--- config.mk ---
export PLATFORM = sky130hd
export DESIGN_NAME = ripl_threshold_stream
export DESIGN_NICKNAME = d
export VERILOG_FILES = /design/src/rtl/ripl_stream_pkg.sv /design/src/rtl/ripl_frame_counter.sv /design/src/rtl/ripl_threshold_stream.sv
export SDC_FILE = /design/constraint.sdc
export NUM_CORES = 1
export LEC_CHECK = 0
export ABC_AREA = 0
export CAP_MARGIN = 30
export CORE_MARGIN = 1
export CORE_UTILIZATION = 44
export DETAILED_ROUTE_END_ITERATION = 10
export HOLD_SLACK_MARGIN = 0.1
export PLACE_DENSITY = 0.85
export SYNTH_ARGS = -nofsm -noshare
export SYNTH_HDL_FRONTEND = slang
export SYNTH_HIERARCHICAL = 1
export SYNTH_SLANG_ARGS = --single-unit
--- constraint.sdc ---
create_clock -name CLK -period 3.5 [get_ports CLK]
set_input_delay 0.7 -clock CLK [delete_from_list [all_inputs] [get_ports CLK]]
set_output_delay 0.7 -clock CLK [all_outputs]
set_load 0.05 [all_outputs]
--- src/rtl/ripl_stream_pkg.sv ---
// Shared constants and helpers for the RIPL streaming actors.
package ripl_stream_pkg;

  localparam int COUNT_W = 16;
  localparam logic [COUNT_W-1:0] UNIT_COUNT = 16'd1;

  localparam int MODE_BINARY = 0;
  localparam int MODE_TOZERO = 1;

  function automatic int clog2(input int value);
    int result;
    result = 0;
    while ((1 << result) < value) result++;
    return result;
  endfunction

endpackage

--- src/rtl/ripl_frame_counter.sv ---
// Frame position counter: advances on en, wraps at FRAME_PIXELS, flags first/last slot.
module ripl_frame_counter
  import ripl_stream_pkg::*;
#(
  parameter int FRAME_PIXELS = 65536
) (
  input  logic CLK,
  input  logic RESET,
  input  logic en,
  output logic first,
  output logic last
);

  localparam int CNT_W = (clog2(FRAME_PIXELS) < 1) ? 1 : clog2(FRAME_PIXELS);
  localparam logic [CNT_W-1:0] LAST_CNT = CNT_W'(FRAME_PIXELS - 1);

  logic [CNT_W-1:0] pix_cnt;

  always_ff @(posedge CLK or posedge RESET) begin
    if (RESET) begin
      pix_cnt <= '0;
    end else if (en) begin
      pix_cnt <= last ? '0 : pix_cnt + CNT_W'(1);
    end
  end

  assign first = (pix_cnt == '0);
  assign last  = (pix_cnt == LAST_CNT);

endmodule

--- src/rtl/ripl_threshold_stream.sv ---
// Streaming threshold actor with one-slot output register and frame EOF tagging.
// Define RIPL_RUNTIME_THRESH_EN to add the Thr_* runtime threshold port.
module ripl_threshold_stream
  import ripl_stream_pkg::*;
#(
  parameter int DATA_W       = 8,
  parameter int THRESH       = 128,
  parameter int MODE         = 0,
  parameter int HI_VAL       = 2**DATA_W - 1,
  parameter int LO_VAL       = 0,
  parameter int FRAME_PIXELS = 65536
) (
  input  logic               CLK,
  input  logic               RESET,
  input  logic [DATA_W-1:0]  In1_DATA,
  input  logic               In1_SEND,
  input  logic [COUNT_W-1:0] In1_COUNT,
  output logic               In1_ACK,
  output logic [DATA_W-1:0]  Out1_DATA,
  output logic               Out1_SEND,
  input  logic               Out1_RDY,
  input  logic               Out1_ACK,
  output logic [COUNT_W-1:0] Out1_COUNT,
  output logic               Out1_EOF
`ifdef RIPL_RUNTIME_THRESH_EN
  ,
  input  logic [DATA_W-1:0]  Thr_DATA,
  input  logic               Thr_SEND,
  output logic               Thr_ACK
`endif
);

  localparam logic [DATA_W-1:0] THR_D = DATA_W'(THRESH);
  localparam logic [DATA_W-1:0] HI_D  = DATA_W'(HI_VAL);
  localparam logic [DATA_W-1:0] LO_D  = DATA_W'(LO_VAL);

  logic              started;
  logic              fire;
  logic              send;
  logic              frame_first;
  logic              frame_last;
  logic [DATA_W-1:0] thr_now;
  logic              vld_p1;
  logic [DATA_W-1:0] data_p1;
  logic              eof_p1;
  logic              unused_inputs;

  function automatic logic [DATA_W-1:0] classify(input logic [DATA_W-1:0] pix,
                                                 input logic [DATA_W-1:0] thr);
    if (pix >= thr) return (MODE == MODE_TOZERO) ? pix : HI_D;
    return (MODE == MODE_TOZERO) ? '0 : LO_D;
  endfunction

  // A new token may enter when the slot is empty or is being drained this edge.
  assign fire = started & In1_SEND & (~vld_p1 | Out1_RDY);
  assign send = vld_p1 & Out1_RDY;

  ripl_frame_counter #(
    .FRAME_PIXELS(FRAME_PIXELS)
  ) u_frame_counter (
    .CLK  (CLK),
    .RESET(RESET),
    .en   (fire),
    .first(frame_first),
    .last (frame_last)
  );

`ifdef RIPL_RUNTIME_THRESH_EN
  logic [DATA_W-1:0] active_thr;
  logic [DATA_W-1:0] pend_thr;
  logic              pend_vld;

  assign Thr_ACK = started & Thr_SEND & ~pend_vld;
  // A pending threshold only takes over on the frame-start token itself.
  assign thr_now = (pend_vld & frame_first) ? pend_thr : active_thr;

  always_ff @(posedge CLK or posedge RESET) begin
    if (RESET) begin
      active_thr <= THR_D;
      pend_thr   <= '0;
      pend_vld   <= 1'b0;
    end else if (fire & frame_first & pend_vld) begin
      active_thr <= pend_thr;
      pend_vld   <= 1'b0;
    end else if (Thr_ACK) begin
      pend_thr <= Thr_DATA;
      pend_vld <= 1'b1;
    end
  end
`else
  assign thr_now = THR_D;
`endif

  // Stage p1: classified pixel register with its valid and EOF tag
  always_ff @(posedge CLK or posedge RESET) begin
    if (RESET) begin
      started <= 1'b0;
      vld_p1  <= 1'b0;
      data_p1 <= '0;
      eof_p1  <= 1'b0;
    end else begin
      started <= 1'b1;
      if (fire) begin
        vld_p1  <= 1'b1;
        data_p1 <= classify(In1_DATA, thr_now);
        eof_p1  <= frame_last;
      end else if (send) begin
        vld_p1 <= 1'b0;
      end
    end
  end

  assign In1_ACK    = fire;
  assign Out1_SEND  = send;
  assign Out1_DATA  = data_p1;
  assign Out1_EOF   = eof_p1;
  assign Out1_COUNT = UNIT_COUNT;

  assign unused_inputs = ^{In1_COUNT, Out1_ACK};

endmodule

# Word level (Yosys, flattened, before mapping)
# Index checks and enable logic that the tools add are counted.
[totals]
register_bits = 27
inputBits = 29
output_inout_bits = 27
word_cells = 21
[op_classes]
n_addsub = 1
order_cmp = 1
eq_ne = 1
mux = 7
bitwise_logic = 5
reduce_logical = 1
[ops]
columns = ["operator", "n"]
rows = [
  ["adder 16 x 1 -> 16 bit, second input constant", 1],
  ["== test 16 bit, second input constant", 1],
  ["2-to-1 mux 16 bit", 1],
  ["2-to-1 mux 8 bit", 2],
  [">= comparator 8 bit, second input constant", 1],
  ["2-to-1 mux 1 bit", 4],
  ["AND 1 bit", 3],
  ["nonzero test 2 bit", 1],
  ["inverter 1 bit", 1],
  ["bitwise OR 1 bit", 1],
]

# Depth between registers and ports, before layout
[depth]
ltp_word = 5
mapped_depth = 7
ltp_nobuf = 6

# Modules after synthesis
# The synthesis kept the hierarchy.
[modules_own_cells]
columns = ["mod", "instances", "cells_each", "area_per_inst_um2", "seq_area_each_um2"]
rows = [
  ["ripl_frame_counter", 1, 92, 897.1, 400.4],
  ["ripl_threshold_stream", 1, 38, 342.8, 100.1],
]

# Least setup slack after synthesis
# OpenSTA, ideal clock, no wires.
[synth_path]
kind = "input to register"
start = "in In1_SEND"
end = "reg u_frame_counter.pix_cnt[13]"
setup_time_ps = 136
arrival_time_ps = 2063
required_time_ps = 3364
path_slack_ps = 1301
stages = 7
n_path_buf = 1
path_cell_list = "nand2_1 a21oi_4 buf_2 nand3_1 nor4_1 xnor2_1 nor2_1"
[synth_via]
elab_chain_len = 2
[synth_lines]
columns = ["element", "line", "source"]
rows = [
  ["from (decl)", "ripl_threshold_stream.sv:16", "input logic In1_SEND,"],
  ["AND 1 bit (2 in a row)", "ripl_threshold_stream.sv:55", "assign fire = started & In1_SEND & (~vld_p1 | Out1_RDY);"],
  ["named net In1_ACK", "ripl_threshold_stream.sv:18", "output logic In1_ACK,"],
  ["to (signal assigned)", "ripl_frame_counter.sv:23", "pix_cnt <= last ? '0 : pix_cnt + CNT_W'(1);"],
  ["to (decl)", "ripl_frame_counter.sv:17", "logic [CNT_W-1:0] pix_cnt;"],
]
# The timed path passes the listed nets, and every way through them passes these cells.
# A chain may end at the register's enable or synchronous reset.

# Final worst setup path
[layout_path]
start = "in Out1_RDY"
end = "out In1_ACK"
[layout_via]
elab_chain_len = 2
[layout_lines]
columns = ["element", "line", "source"]
rows = [
  ["from (decl)", "ripl_threshold_stream.sv:21", "input logic Out1_RDY,"],
  ["bitwise OR 1 bit", "ripl_threshold_stream.sv:55", ""],
  ["AND 1 bit", "ripl_threshold_stream.sv:55", ""],
  ["to (decl)", "ripl_threshold_stream.sv:18", ""],
]
# Every way passes these cells.

==> qor.csv <==
stage,metric,value,unit
synth,syn_area,1200,sq um
finish,instances_no_fill,164,
die,die-area,2950,sq um
timing,finalCritPeriodShare,82.8,%
grt,grt_pass1_wl,3.11,mm
clock_tree,cts_resized,0,
die,rows,18,
critical_path,required,2.80,ns
timing,maxSlewViolCount,0,
clock_tree,clk_latency,0.29,ns
critical_path,cp-end-kind,primary output,
synth,synth_warnings,6,
synth,synth.avg_cell_area,9.64,sq um
finish,nFillCells,232,
drt,wl,1.83,mm
flow_run,maxCapViolations,0,
die,die_h,54.3,microns
synth,syn_inst,125,
drt,viasPerCell,4.77,
clock_tree,cts_sinks,20,
drt,route.detailed.drc,0,
clock_tree,h-tree-depth,1,
critical_path,path_buf_inv,3,
critical_path,crit_chain,clkdlybuf4s50_1 -> inv_2 -> a21oi_4 -> clkdlybuf4s50_1,
critical_path,crit_path_frequent_cell,clkdlybuf4s50_1,
power,ir_drop,301,uV
die,boundaryPins,56,
run_status,status,completed,
die,die_w,54.3,microns
timing,period_needed,2.90,ns
clock_tree,cts_buffers,3,
min_path,hold_class,reg2reg,
timing,rsz0062_at_grt,no,
drt,vias,783,
critical_path,crit_family,buffers and inverters,
finish,drive_gt1_share,11.2,%
critical_path,critPathSlowestCell,clkdlybuf4s50_1,
placement,place_inst,160,
grt,antenna_found_initial,0,
clock_tree,cts.clk_slew.worst_paths,0.11,ns
clock_tree,clock_path_buffers,2,
finish,area_delta_synth_final,8.31,%
grt,overflow,0,
placement,portBuffers,15,
timing,tightest_slew,0.607,ns
clock_tree,cts_tree,done,
clock_tree,cts_setup_buffers,0,
critical_path,start_kind,input port,
die,core_area,2520,sq um
finish,nets,166,
drt,drt_pass1_iterations,6,
placement,gp_congestion,0.788,
critical_path,crit_type,in2out,
die,start_util,47.8,%
finish,finalCoreUtilization,51.7,%
placement,dpl_cell_area,1270,sq um
timing,hold_viol_final,0,
placement,dp_hpwl,1.45,mm
finish,regArea,500,sq um
grt,grt_pass1_vias,742,
power,p_total,665,uW
timing,fmax,345,MHz
clock_tree,ctsHoldBuffers,0,
timing,finalSetupViolCount,0,
drt,drt.antenna.violating_nets,0,
critical_path,cp_max_fo,2,
finish,multiInputGateArea,543,sq um
power,p_leak,0.587,nW
drt,first_iter_violations,18,
drt,wire_per_inst,11.2,microns
finish,fin_area,1310,sq um
critical_path,slowest_delay,0.81,ns
timing,fin_tns_setup,0,ns
finish,n_antenna_cell,0,
grt,grt_max_degree,17,
grt,grtUsageTotal,14.9,%
critical_path,worstPathArrival,2.20,ns
timing,slew_headroom,59.5,%
power,power_density,509,nW/um^2
clock_tree,clockRootBuffer,clkbuf_4,
timing,finalClockSkew,0.00230,ns
through the flow:
step | worst slack, ns | hold WS [ns]
2_1_floorplan | 1.30 | 0.464
3_3_place_gp | 0.615 | 0.473
3_5_place_dp | 0.600 | 0.475
4_1_cts | 0.594 | 0.501
5_1_grt | 0.556 | 0.543
6_report | 0.602 | 0.496
report_power, final:
group / internal [mW] / switching [mW] / total [mW]
clock network: 0.0634 / 0.0673 / 0.131
logic: 0.0679 / 0.163 / 0.231
registers: 0.261 / 0.0427 / 0.303
total: 0.392 / 0.273 / 0.665
routing by layer:
metal,wire length [microns],vias up,GRT usage [%]
met1,827,365,17.6
li1,-,393,-
met2,895,23,25.6
met5,0,-,0
met4,21,0,7.69
met3,87,2,2.50
worst reg2reg max path, cell delays in order, from the launching register on:
cell and delay, ns:
dfrtp_1 0.42, a21oi_4 0.13, buf_4 0.18, nand3_1 0.20, nor4_1 0.37, xnor2_1 0.16
nor2_1 0.06
cell type report:
| class | count | area share, % |
|---|---|---|
| repair buffers | 16 | 12.1 |
| inverters | 8 | 2.30 |
| flip-flops and latches | 20 | 38.4 |
| well taps | 30 | 2.88 |
| clock buffers | 4 | 2.78 |
| multi-input cells | 86 | 41.6 |
path summary, 6_finish.rpt:
path / startpoint / to / slack, ns / cells past startpoint
worst min-delay path: Out1_EOF$_DFFE_PP0P_ / Out1_EOF$_DFFE_PP0P_ / 0.50 / 1
worst min register to register: Out1_EOF$_DFFE_PP0P_ / Out1_EOF$_DFFE_PP0P_ / 0.50 / 1
max in group asynchronous: RESET / u_frame_counter/pix_cnt[10]$_DFFE_PP0P_ / 2.32 / 2
min in group asynchronous: RESET / Out1_EOF$_DFFE_PP0P_ / 0.60 / 2
worst max register to register: vld_p1$_DFFE_PP0P_ / u_frame_counter/pix_cnt[13]$_DFFE_PP0P_ / 1.85 / 6
worst max-delay path: Out1_RDY / In1_ACK / 0.60 / 4
flip-flops by register name, indices dropped and copies added, names as in the netlist:
signal / cells
Out1_DATA: 1
Out1_EOF: 1
started: 1
u_frame_counter/pix_cnt: 16
vld_p1: 1
cell usage in the layout (no fill, tap or decap), types with 2 or more instances in the layout:
cell type / n
inv_1: 7
ha_1: 2
mux2_1: 2
nand3_1: 5
conb_1: 17
nor3_1: 2
xor2_1: 4
clkbuf_4: 3
nand2_1: 11
nor4_1: 3
xnor2_1: 8
o21ai_0: 2
nor2_2: 3
dfrtp_1: 20
nand4_1: 5
o21ai_1: 2
nor2_1: 8
clkdlybuf4s50_1: 15
(Power assumes the default switching activity.)
